## src/rtl/div_pkg.sv

```systemverilog
// Shared encodings for the sequential divider: op codes, FSM states, conditional negate helper.
// Pure declarations; no timing or flow control of its own.
package div_pkg;

    localparam int DIV_MAXW = 64;

    typedef enum logic [1:0] {
        DIV_OP_DIV  = 2'b00,
        DIV_OP_DIVU = 2'b01,
        DIV_OP_REM  = 2'b10,
        DIV_OP_REMU = 2'b11
    } div_op_e;

    typedef enum logic [1:0] {
        ST_IDLE = 2'b00,
        ST_CALC = 2'b01,
        ST_FIX  = 2'b10,
        ST_DONE = 2'b11
    } div_state_e;

    // Two's-complement negate when neg is set; callers zero-extend and truncate to their width.
    function automatic logic [DIV_MAXW-1:0] cond_neg(input logic [DIV_MAXW-1:0] x, input logic neg);
        return neg ? (~x + DIV_MAXW'(1)) : x;
    endfunction

endpackage

```

## src/rtl/div_step.sv

```systemverilog
// One restoring-division step: shift in the next dividend bit, subtract divisor if it fits.
// Combinational, no flow control.
module div_step #(
    parameter int WIDTH = 32
) (
    input  logic [WIDTH-1:0] rem,
    input  logic             msb,
    input  logic [WIDTH-1:0] divisor,
    output logic [WIDTH-1:0] next_rem,
    output logic             q_bit
);

    logic [WIDTH:0]   shifted;
    logic [WIDTH+1:0] trial;

    // One extra bit each so the shifted remainder and the borrow never truncate.
    assign shifted  = {rem, msb};
    assign trial    = {1'b0, shifted} - {2'b00, divisor};
    assign q_bit    = ~trial[WIDTH+1];
    assign next_rem = q_bit ? WIDTH'(trial) : WIDTH'(shifted);

endmodule

```

## src/rtl/seq_divider.sv

```systemverilog
// Iterative signed/unsigned divide and remainder; start-to-done WIDTH+2 cycles (2 for b==0 or MIN/-1 when SEQ_DIVIDER_EARLY_OUT_EN is defined).
// Accepts start in IDLE or in the DONE cycle (back-to-back); start while busy is ignored.
module seq_divider
    import div_pkg::*;
#(
    parameter int WIDTH = 32
) (
    input  logic             clk,
    input  logic             reset,
    input  logic             start,
    input  logic [1:0]       op,
    input  logic [WIDTH-1:0] a,
    input  logic [WIDTH-1:0] b,
    output logic             busy,
    output logic             done,
    output logic [WIDTH-1:0] result,
    output logic             dbz
);

    localparam int W  = WIDTH;
    localparam int CW = $clog2(WIDTH);
    localparam logic [W-1:0] MIN_VAL = {1'b1, {(W-1){1'b0}}};

    div_state_e    state;
    div_op_e       op_q;
    logic [CW-1:0] cnt;
    logic [W-1:0]  quo;
    logic [W-1:0]  rem;
    logic [W-1:0]  div_q;
    logic [W-1:0]  a_raw;
    logic          sa_q;
    logic          sb_q;
    logic          dbz_q;
    logic          ovf_q;

    logic          signed_in;
    logic          dbz_in;
    logic          ovf_in;
    logic          early_out;
    logic [W-1:0]  a_mag;
    logic [W-1:0]  b_mag;

    assign signed_in = (op[0] == 1'b0);
    assign dbz_in    = (b == '0);
    assign ovf_in    = signed_in && (a == MIN_VAL) && (b == '1);
    assign a_mag     = W'(cond_neg(DIV_MAXW'(a), signed_in & a[W-1]));
    assign b_mag     = W'(cond_neg(DIV_MAXW'(b), signed_in & b[W-1]));

`ifdef SEQ_DIVIDER_EARLY_OUT_EN
    assign early_out = dbz_in | ovf_in;
`else
    assign early_out = 1'b0;
`endif

    logic [W-1:0] next_rem;
    logic         q_bit;

    div_step #(.WIDTH(W)) u_step (
        .rem      (rem),
        .msb      (quo[W-1]),
        .divisor  (div_q),
        .next_rem (next_rem),
        .q_bit    (q_bit)
    );

    logic         signed_q;
    logic         is_rem;
    logic [W-1:0] q_sgn;
    logic [W-1:0] r_sgn;
    logic [W-1:0] q_res;
    logic [W-1:0] r_res;
    logic [W-1:0] fix_result;

    assign signed_q = (op_q == DIV_OP_DIV) || (op_q == DIV_OP_REM);
    assign is_rem   = (op_q == DIV_OP_REM) || (op_q == DIV_OP_REMU);
    assign q_sgn    = W'(cond_neg(DIV_MAXW'(quo), signed_q & (sa_q ^ sb_q)));
    assign r_sgn    = W'(cond_neg(DIV_MAXW'(rem), signed_q & sa_q));

    // Special cases are forced here so the early-out path never depends on CALC having run.
    always_comb begin
        q_res = q_sgn;
        r_res = r_sgn;
        if (dbz_q) begin
            q_res = '1;
            r_res = a_raw;
        end else if (ovf_q) begin
            q_res = MIN_VAL;
            r_res = '0;
        end
        fix_result = is_rem ? r_res : q_res;
    end

    always_ff @(posedge clk or negedge reset) begin
        if (!reset) begin
            state  <= ST_IDLE;
            op_q   <= DIV_OP_DIV;
            cnt    <= '0;
            quo    <= '0;
            rem    <= '0;
            div_q  <= '0;
            a_raw  <= '0;
            sa_q   <= 1'b0;
            sb_q   <= 1'b0;
            dbz_q  <= 1'b0;
            ovf_q  <= 1'b0;
            busy   <= 1'b0;
            done   <= 1'b0;
            result <= '0;
            dbz    <= 1'b0;
        end else begin
            case (state)
                ST_IDLE, ST_DONE: begin
                    done <= 1'b0;
                    if (start) begin
                        op_q  <= div_op_e'(op);
                        quo   <= a_mag;
                        rem   <= '0;
                        div_q <= b_mag;
                        a_raw <= a;
                        sa_q  <= a[W-1];
                        sb_q  <= b[W-1];
                        dbz_q <= dbz_in;
                        ovf_q <= ovf_in;
                        cnt   <= CW'(W-1);
                        busy  <= 1'b1;
                        state <= early_out ? ST_FIX : ST_CALC;
                    end else begin
                        state <= ST_IDLE;
                    end
                end
                ST_CALC: begin
                    // Dividend shifts out the top while quotient bits fill in from the bottom.
                    quo <= {quo[W-2:0], q_bit};
                    rem <= next_rem;
                    if (cnt == '0) begin
                        state <= ST_FIX;
                    end else begin
                        cnt <= cnt - CW'(1);
                    end
                end
                ST_FIX: begin
                    result <= fix_result;
                    dbz    <= dbz_q;
                    done   <= 1'b1;
                    busy   <= 1'b0;
                    state  <= ST_DONE;
                end
                default: state <= ST_IDLE;
            endcase
        end
    end

endmodule
```

## config.mk

```make
export PLATFORM = sky130hd
export DESIGN_NAME = seq_divider
export DESIGN_NICKNAME = d
export VERILOG_FILES = /design/src/rtl/div_pkg.sv /design/src/rtl/div_step.sv /design/src/rtl/seq_divider.sv
export SDC_FILE = /design/constraint.sdc
export NUM_CORES = 1
export LEC_CHECK = 0
export CORE_MARGIN = 5
export CORE_UTILIZATION = 45
export DETAILED_ROUTE_END_ITERATION = 6
export PLACE_DENSITY_LB_ADDON = 0.2
export SYNTH_ARGS = -nofsm -noshare
export SYNTH_HDL_FRONTEND = slang
export SYNTH_SLANG_ARGS = --single-unit
```

## constraint.sdc

```tcl
create_clock -name clk -period 7.76 [get_ports clk]
set_input_delay 2.328 -clock clk [delete_from_list [all_inputs] [get_ports clk]]
set_output_delay 2.328 -clock clk [all_outputs]
set_load 0.02 [all_outputs]
```

=== Word-level counts from Yosys, hierarchy flattened ===
Index checks and enable logic that the tools add are counted.

* Add/sub/neg operators: 6
* Equality and inequality tests: 10
* Muxes and demuxes: 23
* Bitwise logic cells: 11
* Reductions and logical operators: 15

{| class="wikitable"
|+ Operator list
! kind !! number
|-
| two-way mux 32 bit || 12
|-
| adder 32 x 1 -> 32 bit (second input constant) || 4
|-
| inverter 32 bit || 4
|-
| one-hot mux 32 bit (2 select lines) || 2
|-
| equality test 32 bit (second input constant) || 2
|-
| subtractor 33 x 32 -> 34 bit || 1
|-
| zero test 32 bit || 1
|-
| two-way mux 5 bit || 2
|-
| one-hot mux 5 bit (2 select lines) || 1
|-
| equality test 2 bit (second input constant) || 4
|-
| inequality test 2 bit (second input constant) || 3
|-
| one-hot mux 2 bit (3 select lines) || 1
|-
| AND reduction 2 bit || 3
|-
| zero test 5 bit || 1
|-
| subtractor 5 x 1 -> 5 bit (second input constant) || 1
|-
| bitwise AND 1 bit || 4
|-
| zero test 2 bit || 2
|-
| one-hot mux 1 bit (2 select lines) || 2
|-
| nonzero test 2 bit || 2
|-
| AND reduction 3 bit || 1
|-
| equality test 2 x 1 -> 1 bit (second input constant) || 1
|-
| logical AND 1 bit || 2
|-
| logical OR 1 bit || 2
|-
| two-way mux 1 bit || 2
|-
| other kinds (4) || 5
|}

* Register bits after elaboration: 176
* Logic and storage cells: 80

=== Longest topological paths before layout ===
Gate-level depths: netlist (run 1).

* Depth in word-level cells: 7
* Depth in mapped cells: 14
* Gate-level depth less buffers: 12

=== By module ===
From an unflattened synthesis (run 1), not the netlist that was laid out.

* Cell total of the unflattened synthesis: 1,556
* Area, all modules: 12,801.0 um2

{| class="wikitable"
|+ Modules (own cells, without submodules)
! module !! times used !! cells each !! area each (um2) !! seq. area each (um2)
|-
| seq_divider || 1 || 1,184 || 10,427.5 || 4,379.2
|-
| div_step || 1 || 372 || 2,373.5 || 0.0
|}

=== Worst setup path after synthesis (run 1) ===
Ideal clock, no wire load.

* Path kind: input to register
* Start point: input a[4]
* End point: register quo[30]
* Library setup time: 0.131 ns
* Arrival: 4.488 ns
* Data required time: 7.629 ns
* Path slack: 3.141 ns
* Cell stages on the path: 9
* Cell sequence: or3_4 -> nor3b_4 -> nand3_2 -> or4_4 -> or4_4 -> o41ai_2 -> xnor2_1 -> mux2i_1 -> o21ai_1

* Word-level cells in the longest chain between the ends: 5

{| class="wikitable"
|+ RTL lines
! element !! line !! source
|-
| start: declaration || seq_divider.sv:12 || <nowiki>input logic [WIDTH-1:0] a,</nowiki>
|-
| inverter 32 bit || div_pkg.sv:23 || <nowiki>return neg ? (~x + DIV_MAXW'(1)) : x;</nowiki>
|-
| adder 32 x 1 -> 32 bit || div_pkg.sv:23 ||
|-
| two-way mux 32 bit || div_pkg.sv:23 ||
|-
| two-way mux 32 bit || seq_divider.sv:114 || <nowiki>if (start) begin</nowiki>
|-
| one-hot mux 32 bit (2 select lines) || seq_divider.sv:111 || <nowiki>case (state)</nowiki>
|-
| end signal: assignment || seq_divider.sv:116 || <nowiki>quo <= a_mag;</nowiki>
|-
| end signal: assignment || seq_divider.sv:133 || <nowiki>quo <= {quo[W-2:0], q_bit};</nowiki>
|-
| end: declaration || seq_divider.sv:27 || <nowiki>logic [W-1:0] quo;</nowiki>
|}

No other way between the ends. The select of a mux whose other input is x is not followed.
A chain may end at the register's enable or synchronous reset.

=== Worst setup path in the final report (run 1) ===
* Start point: input a[6]
* End point: register quo[30]

The elaborated chain is that of the path after synthesis.

==> results by group, run 1 <==
Timing
  – Fin crit share: 0.644
  – Setup TNS: 0 ps
  – Worst slew pin tran: 1090 ps
  – RSZ-0062 raised after global routing: no
  – Min Tclk post-route: 5000 ps
  – Final setup violation count: 0
  – Max-slew headroom: 0.274
  – Fin. Hold Viols: 0
  – Max frequency: 0.200 GHz
  – Clock skew: 17.4 ps
  – Final hold slack: 484 ps
  – Slew Viols, Final: 0

Floorplan
  – Core box area: 26900 µm²
  – IO Pins: 104
  – Die width: 175 µm
  – Die Y: 175 µm
  – Die area: 30700 µm²
  – Starting Density: 0.457
  – Site Rows: 60

Clocking
  – Num CTS Buffers: 17
  – Reg clk slew, reported paths: 70 ps
  – Post-CTS resize count: 0
  – H-tree levels: 4
  – Setup Fix Bufs, Post-CTS: 0
  – Clock buffer depth: 2
  – Clk Latency, worst-skew pair: 450 ps
  – Clk root buf: clkbuf_16
  – Hold_buf cts: 0
  – Clock sinks: 175
  – CTS tree: built

Hold path
  – Worst Hold Class: flop to flop

Logic synthesis
  – Simple-gate share of the synthesized area: 0.160
  – Avg Cell Area, Syn: 8.33 µm²
  – Top-count cell post-synth: o21ai_0
  – Area leader, netlist: dfrtp_1
  – Ys Warns: 0
  – Synth area leaders: dfrtp_1 36%, o21ai_0 7.5%, xnor2_1 5.9%
  – Mux contribution to synthesized area: 0.0556
  – Adder-Cell Fraction of Synth Area: 0.0444
  – XOR/XNOR Fraction of Synth Area: 0.102
  – Sequential fraction of the synthesis area: 0.357
  – Seq cells post-synth: 175
  – Mapped Area: 12300 µm²
  – Cells after Synth: 1473
  – Synth Net Count: 1585
  – FFs w/ async S/R, synth: 1.00
  – Synth Area in Compound Gates: 0.226
  – Largest family of logic cells by synthesized area: compound AO/OA/AOI/OAI gates
  – Post-synth EDFFs: 0
  – Dominant synthesized flop cell: dfrtp_1
  – Commonest cells in the netlist: 185 x o21ai_0, 175 x dfrtp_1, 150 x nand2_1
  – Post-synth cell types: 77
  – Yosys top cell area share: 0.357

Worst setup path
  – CP required: 8080 ps
  – Critical path startpoint category: input port
  – Critical Path Slowest Stage Cell: clkdlybuf4s50_1
  – Highest net fanout along the worst path: 6
  – Critical path arrival: 5320 ps
  – Worst Setup End Kind: flop
  – CP dominant cell by count: or4_4
  – Reg2Reg Setup Slack: 3480 ps
  – Slowest stage delay, CP: 510 ps
  – CP Class: input port to flop
  – CP Cell Sequence: clkdlybuf4s50_1, or3_4, nor4_4, nand3_2, or4_4, or4_4, o41ai_2, xnor2_1, mux2i_1, o21ai_1

Global route
  – Vias in the first global route: 10364
  – GR Util All Layers: 0.236
  – First-pass GRT wire length: 58000 µm
  – Initial antenna violation count: 1
  – Largest net degree at the start of global routing: 79
  – GR Overflow Total: 0

Power and ir drop
  – Total power: 0.00548 W
  – VDD IR max: 0.000215 V
  – PwrDens: 388 nW/µm²
  – Leak Pwr: 6.05 nW

Drt
  – Final WL: 36600 µm
  – Met1 Routed Length: 17300 µm
  – First-pass iteration count of the detailed router: 5
  – Routed via count: 10984
  – Detail Route Antenna Nets: 0
  – Vias per cell: 5.84
  – Wire length per cell: 19.5 µm
  – Met2 wire len: 16200 µm
  – DRT iter0 DRCs: 939
  – DRC viols: 0
  – Met3 WL: 2430 µm
  – DR top layer: met4

Final layout
  – Final-stage net count: 1638
  – Area delta synth->final: 15.1%
  – ANT cells: 0
  – Design Area, Final: 14100 µm²
  – Share of post-route cells with drive strength above 1: 0.0728
  – Util after Layout: 0.525

Run
  – Maxcap violations: 0

Placement
  – Port Buf Inserts: 103
  – Placed cell area: 13500 µm²
  – Dpl hpwl: 26900 µm
  – GPL Wtd Cong: 0.882

Run status
  – Status: complete, no violations
[flip-flops by register name (all words and copies together) (netlist names), 2 cells and up]
name	count
op_q	2
result	32
div_q	32
rem	32
state	2
a_raw	32
cnt	5
quo	32
[where the power goes]
group / internal (W) / switching (W) / leakage (nW)
Sequential: 0.00128 / 0.000341 / 2.18
Combinational: 0.00118 / 0.00178 / 3.58
Clock: 0.000447 / 0.000444 / 0.289
Total: 0.00291 / 0.00257 / 6.05
[kinds of logic (layout without fill, tap and decap cells)]
logic type | count (synthesis) | after routing
adder cells (fa/ha/maj) | 43 | 43
multiplexers | 63 | 63
flip-flops | 175 | 175
AND/OR/NAND/NOR | 405 | 405
XOR/XNOR | 143 | 143
buffers and inverters | 174 | 240
AO/OA/AOI/OAI | 470 | 470
[metrics by stage]
stage	cells	worst slack (ps)
2_1_floorplan	1473	3140
3_3_place_gp	1848	2380
3_5_place_dp	1848	2330
4_1_cts	1880	2800
5_1_grt	1880	2620
6_report	1880	2760
[area by class of cell]
class,instances,area [µm²]
clock buffer,19,453
clock inverter,13,143
fill,2559,12800
sequential,175,4380
multi-input combinational,1124,7230
timing repair buffer,120,1160
tap,341,427
inverter,88,330
[path summary, 6_finish.rpt]
path | start | to | depth (start not counted)
max in group asynchronous | reset | quo[16]$_DFFE_PN0P_ | 2
min | div_q[13]$_DFFE_PN0P_ | div_q[13]$_DFFE_PN0P_ | 2
min reg2reg | div_q[13]$_DFFE_PN0P_ | div_q[13]$_DFFE_PN0P_ | 2
max | a[6] | quo[30]$_DFFE_PN0P_ | 10
min in group asynchronous | reset | rem[5]$_DFFE_PN0P_ | 1
max reg2reg | rem[7]$_DFFE_PN0P_ | rem[30]$_DFFE_PN0P_ | 11
[cell usage in the layout, fill, tap and decap left out, types with 8 or more instances in the layout]
master           instances
a21o_1                  19
a21oi_1                133
a31oi_1                 21
buf_4                   17
clkbuf_16               17
clkdlybuf4s50_1        102
dfrtp_1                174
ha_1                    40
inv_1                   86
mux2_2                  41
mux2i_1                 22
nand2_1                149
nand2b_1                16
nand3_1                 21
nand4_1                 15
nor2_1                  95
nor2b_1                  8
nor3_1                  28
nor4_1                  16
o21ai_0                185
o221ai_1                13
o22ai_1                  8
o31ai_1                 19
or3_1                   12
xnor2_1                 82
xor2_1                  61
[worst max-delay path, delay by kind of cell]
family | cells | cell delay (ps)
buf+inv | 1 | 510
compound gates | 2 | 320
simple gates | 5 | 1920
xor+xnor | 1 | 100
mux | 1 | 130
[layer usage]
| layer | vias up | track usage |
|---|---|---|
| met3 | 46 | 0.0441 |
| met5 | - | 0 |
| met1 | 5237 | 0.346 |
| met2 | 366 | 0.361 |
| met4 | 0 | 0.0543 |
| li1 | 5335 | - |
No activity file was read; power rests on OpenSTA's default activity.
==> run 2: changes to the inputs <==
Clock period 7.76 ns to 4.3 ns, I/O delays scaled along.
==> run 2 against run 1 <==
Compared with the run above: wire length down 0.75%; non-clock buffer count up 26; sequential power up 81%; critical path depth unchanged; cell count up 1.4%; first-iteration DRC count up 19%; via count up 0.49%; register-to-register slack worse by 2800 ps; combinational power up 81%; critical path type unchanged.
==> results by group, run 2 (synthesized netlist as in run 1, its figures left out) <==
Worst setup path
  – CP required: 4600 ps (-3480 ps)
  – Worst Setup End Kind: flop
  – Highest net fanout along the worst path: 4 (-2)
  – CP Cell Sequence: clkdlybuf4s50_1, or3_4, nor4_4, nand3_2, or4_4, or4_4, o41ai_2, xnor2_1, mux2i_1, o21ai_1
  – Slowest stage delay, CP: 470 ps (-40 ps)
  – Critical path startpoint category: input port
  – Critical Path Slowest Stage Cell: or4_4
  – CP Buf/Inv Count: 1 (unchanged)
  – Delay-heaviest family, CP: simple AND/OR/NAND/NOR gates
  – CP dominant cell by count: or4_4
  – CP Class: input port to flop
  – Critical path arrival: 4140 ps (-1180 ps)

Drt
  – DRC viols: 0 (unchanged)
  – Routed via count: 11038 (+0.49%)
  – DRT iter0 DRCs: 1116 (+19%)
  – Vias per cell: 5.79 (-0.88%)
  – Detail Route Antenna Nets: 0 (unchanged)
  – Final WL: 36300 µm (-0.75%)
  – Wire length per cell: 19.1 µm (-2.1%)
  – First-pass iteration count of the detailed router: 6 (+1)

Timing
  – Max frequency: 0.260 GHz
  – Min Tclk post-route: 3840 ps
  – Final setup violation count: 0 (unchanged)
  – Max-slew headroom: 0.213 (-0.0603)
  – Worst slew pin tran: 1180 ps (+92.7 ps)
  – Slew Viols, Final: 0 (unchanged)
  – Fin crit share: 0.893
  – PnR worst setup slack: 461 ps (-2300 ps)
  – Fin. Hold Viols: 0 (unchanged)
  – Setup TNS: 0 ps (unchanged)
  – Clock skew: 14.6 ps (-2.77 ps)
  – RSZ-0062 raised after global routing: no

Floorplan
  – Core box area: 26900 µm² (unchanged)
  – Starting Density: 0.457 (unchanged)
  – Die area: 30700 µm² (unchanged)
  – Die Y: 175 µm (unchanged)
  – Site Rows: 60 (unchanged)
  – IO Pins: 104 (unchanged)
  – Die width: 175 µm (unchanged)

Final layout
  – Most frequent cells in the layout: 185 x o21ai_0, 174 x dfrtp_1, 149 x nand2_1
  – Commonest non-fill, non-tap cell in the layout: o21ai_0
  – Util after Layout: 0.533 (+0.00731)
  – Final-stage net count: 1664 (+1.6%)
  – Area delta synth->final: 16.7%
  – ANT cells: 0 (unchanged)
  – # fillers: 2568 (+0.35%)
  – Share of post-route cells with drive strength above 1: 0.0863 (+0.0135)

Clocking
  – Clock buffer depth: 2 (unchanged)
  – CTS tree: built
  – H-tree levels: 4 (unchanged)
  – Clock sinks: 175 (unchanged)
  – Clk root buf: clkbuf_16
  – Setup Fix Bufs, Post-CTS: 0 (unchanged)
  – Post-CTS resize count: 0 (unchanged)
  – Reg clk slew, reported paths: 80 ps (about the same)
  – Clk Latency, worst-skew pair: 440 ps (about the same)
  – Hold_buf cts: 0 (unchanged)
  – Num CTS Buffers: 17 (unchanged)

Global route
  – Vias in the first global route: 10848 (+4.7%)
  – GR Overflow Total: 0 (unchanged)
  – First-pass GRT wire length: 58900 µm (+1.5%)
  – Initial antenna violation count: 2 (+1)
  – Largest net degree at the start of global routing: 91 (+15%)
  – GR Util All Layers: 0.238 (+0.00220)

Power and ir drop
  – PwrDens: 693 nW/µm² (+79%)
  – Leak Pwr: 6.17 nW (+1.9%)
  – VDD IR max: 0.000821 V (+280%)

Placement
  – Port Buf Inserts: 103 (unchanged)
  – Place WS: 23.6 ps (-2310 ps)
  – GPL Wtd Cong: 0.906 (+2.8%)
  – Dpl hpwl: 27100 µm (+0.82%)

Run
  – Maxcap violations: 0 (unchanged)

Hold path
  – Worst Hold Class: flop to flop

Run status
  – Status: complete, no violations
run 2: cell count changes in the layout (fill, tap and decap cells not counted):
cell,previous run,this run
clkbuf_8,2,0
buf_4,17,42
clkinv_8,3,0
bufinv_16,0,2
inv_6,3,4
inv_8,3,2
clkinvlp_4,1,4
clkinv_4,3,0
buf_12,0,1
clkbuf_1,0,3
run 2: final timing paths:
check / start / endpoint / slack, ps / depth (start not counted)
setup / recovery: a[8] / quo[30]$_DFFE_PN0P_ / 460 / 10
hold / removal: result[21]$_DFFE_PN0P_ / result[21]$_DFFE_PN0P_ / 480 / 1
setup reg to reg: rem[0]$_DFFE_PN0P_ / result[26]$_DFFE_PN0P_ / 650 / 11
hold reg to reg: result[21]$_DFFE_PN0P_ / result[21]$_DFFE_PN0P_ / 480 / 1
max in group asynchronous: reset / a_raw[3]$_DFFE_PN0P_ / 2440 / 2
min in group asynchronous: reset / rem[17]$_DFFE_PN0P_ / 900 / 1
run 2: through the flow:
stage          hold slack, ps  area [µm²]  std cells  power, W
6_report                  481       14300       1906   0.00992
3_3_place_gp              461       13700       1874   0.00819
4_1_cts                   486       14300       1906   0.00991
3_5_place_dp              470       13700       1874   0.00829
2_1_floorplan             445       12300       1473   0.00661
5_1_grt                   496       14300       1906    0.0107
run 2: power breakdown:
group	total [W]	internal (W)	switching, W	leakage, nW
registers	0.00295	0.00232	0.000628	2.18
clock network	0.00159	0.000872	0.000719	0.272
logic	0.00539	0.00217	0.00321	3.71
run 2: worst register-to-register path, stage by stage (launching register included):
cell and delay [ps]:
dfrtp_1 420, inv_1 160, ha_1 210, or4b_1 520, nor4b_1 530, nand3_1 220
nor4_1 330, a21oi_1 140, xnor2_1 190, o21ai_0 100, o221ai_1 510, o21ai_0 170
run 2: final cells by class:
type	instances	area, µm²	area share
clock buffer	20	437	0.0305
clock inverter	12	148	0.0103
inverter	88	330	0.0231
multi-input combinational	1124	7230	0.505
sequential	175	4380	0.306
tap	341	427	0.0298
timing repair buffer	146	1370	0.0955
run 2: layer usage:
metal | track usage | vias to the layer above | wire length (µm)
met3 | 0.0374 | 45 | 2040
met5 | 0 | - | 20
li1 | - | 5377 | -
met2 | 0.375 | 351 | 16600
met1 | 0.341 | 5263 | 17000
met4 | 0.0638 | 2 | 638
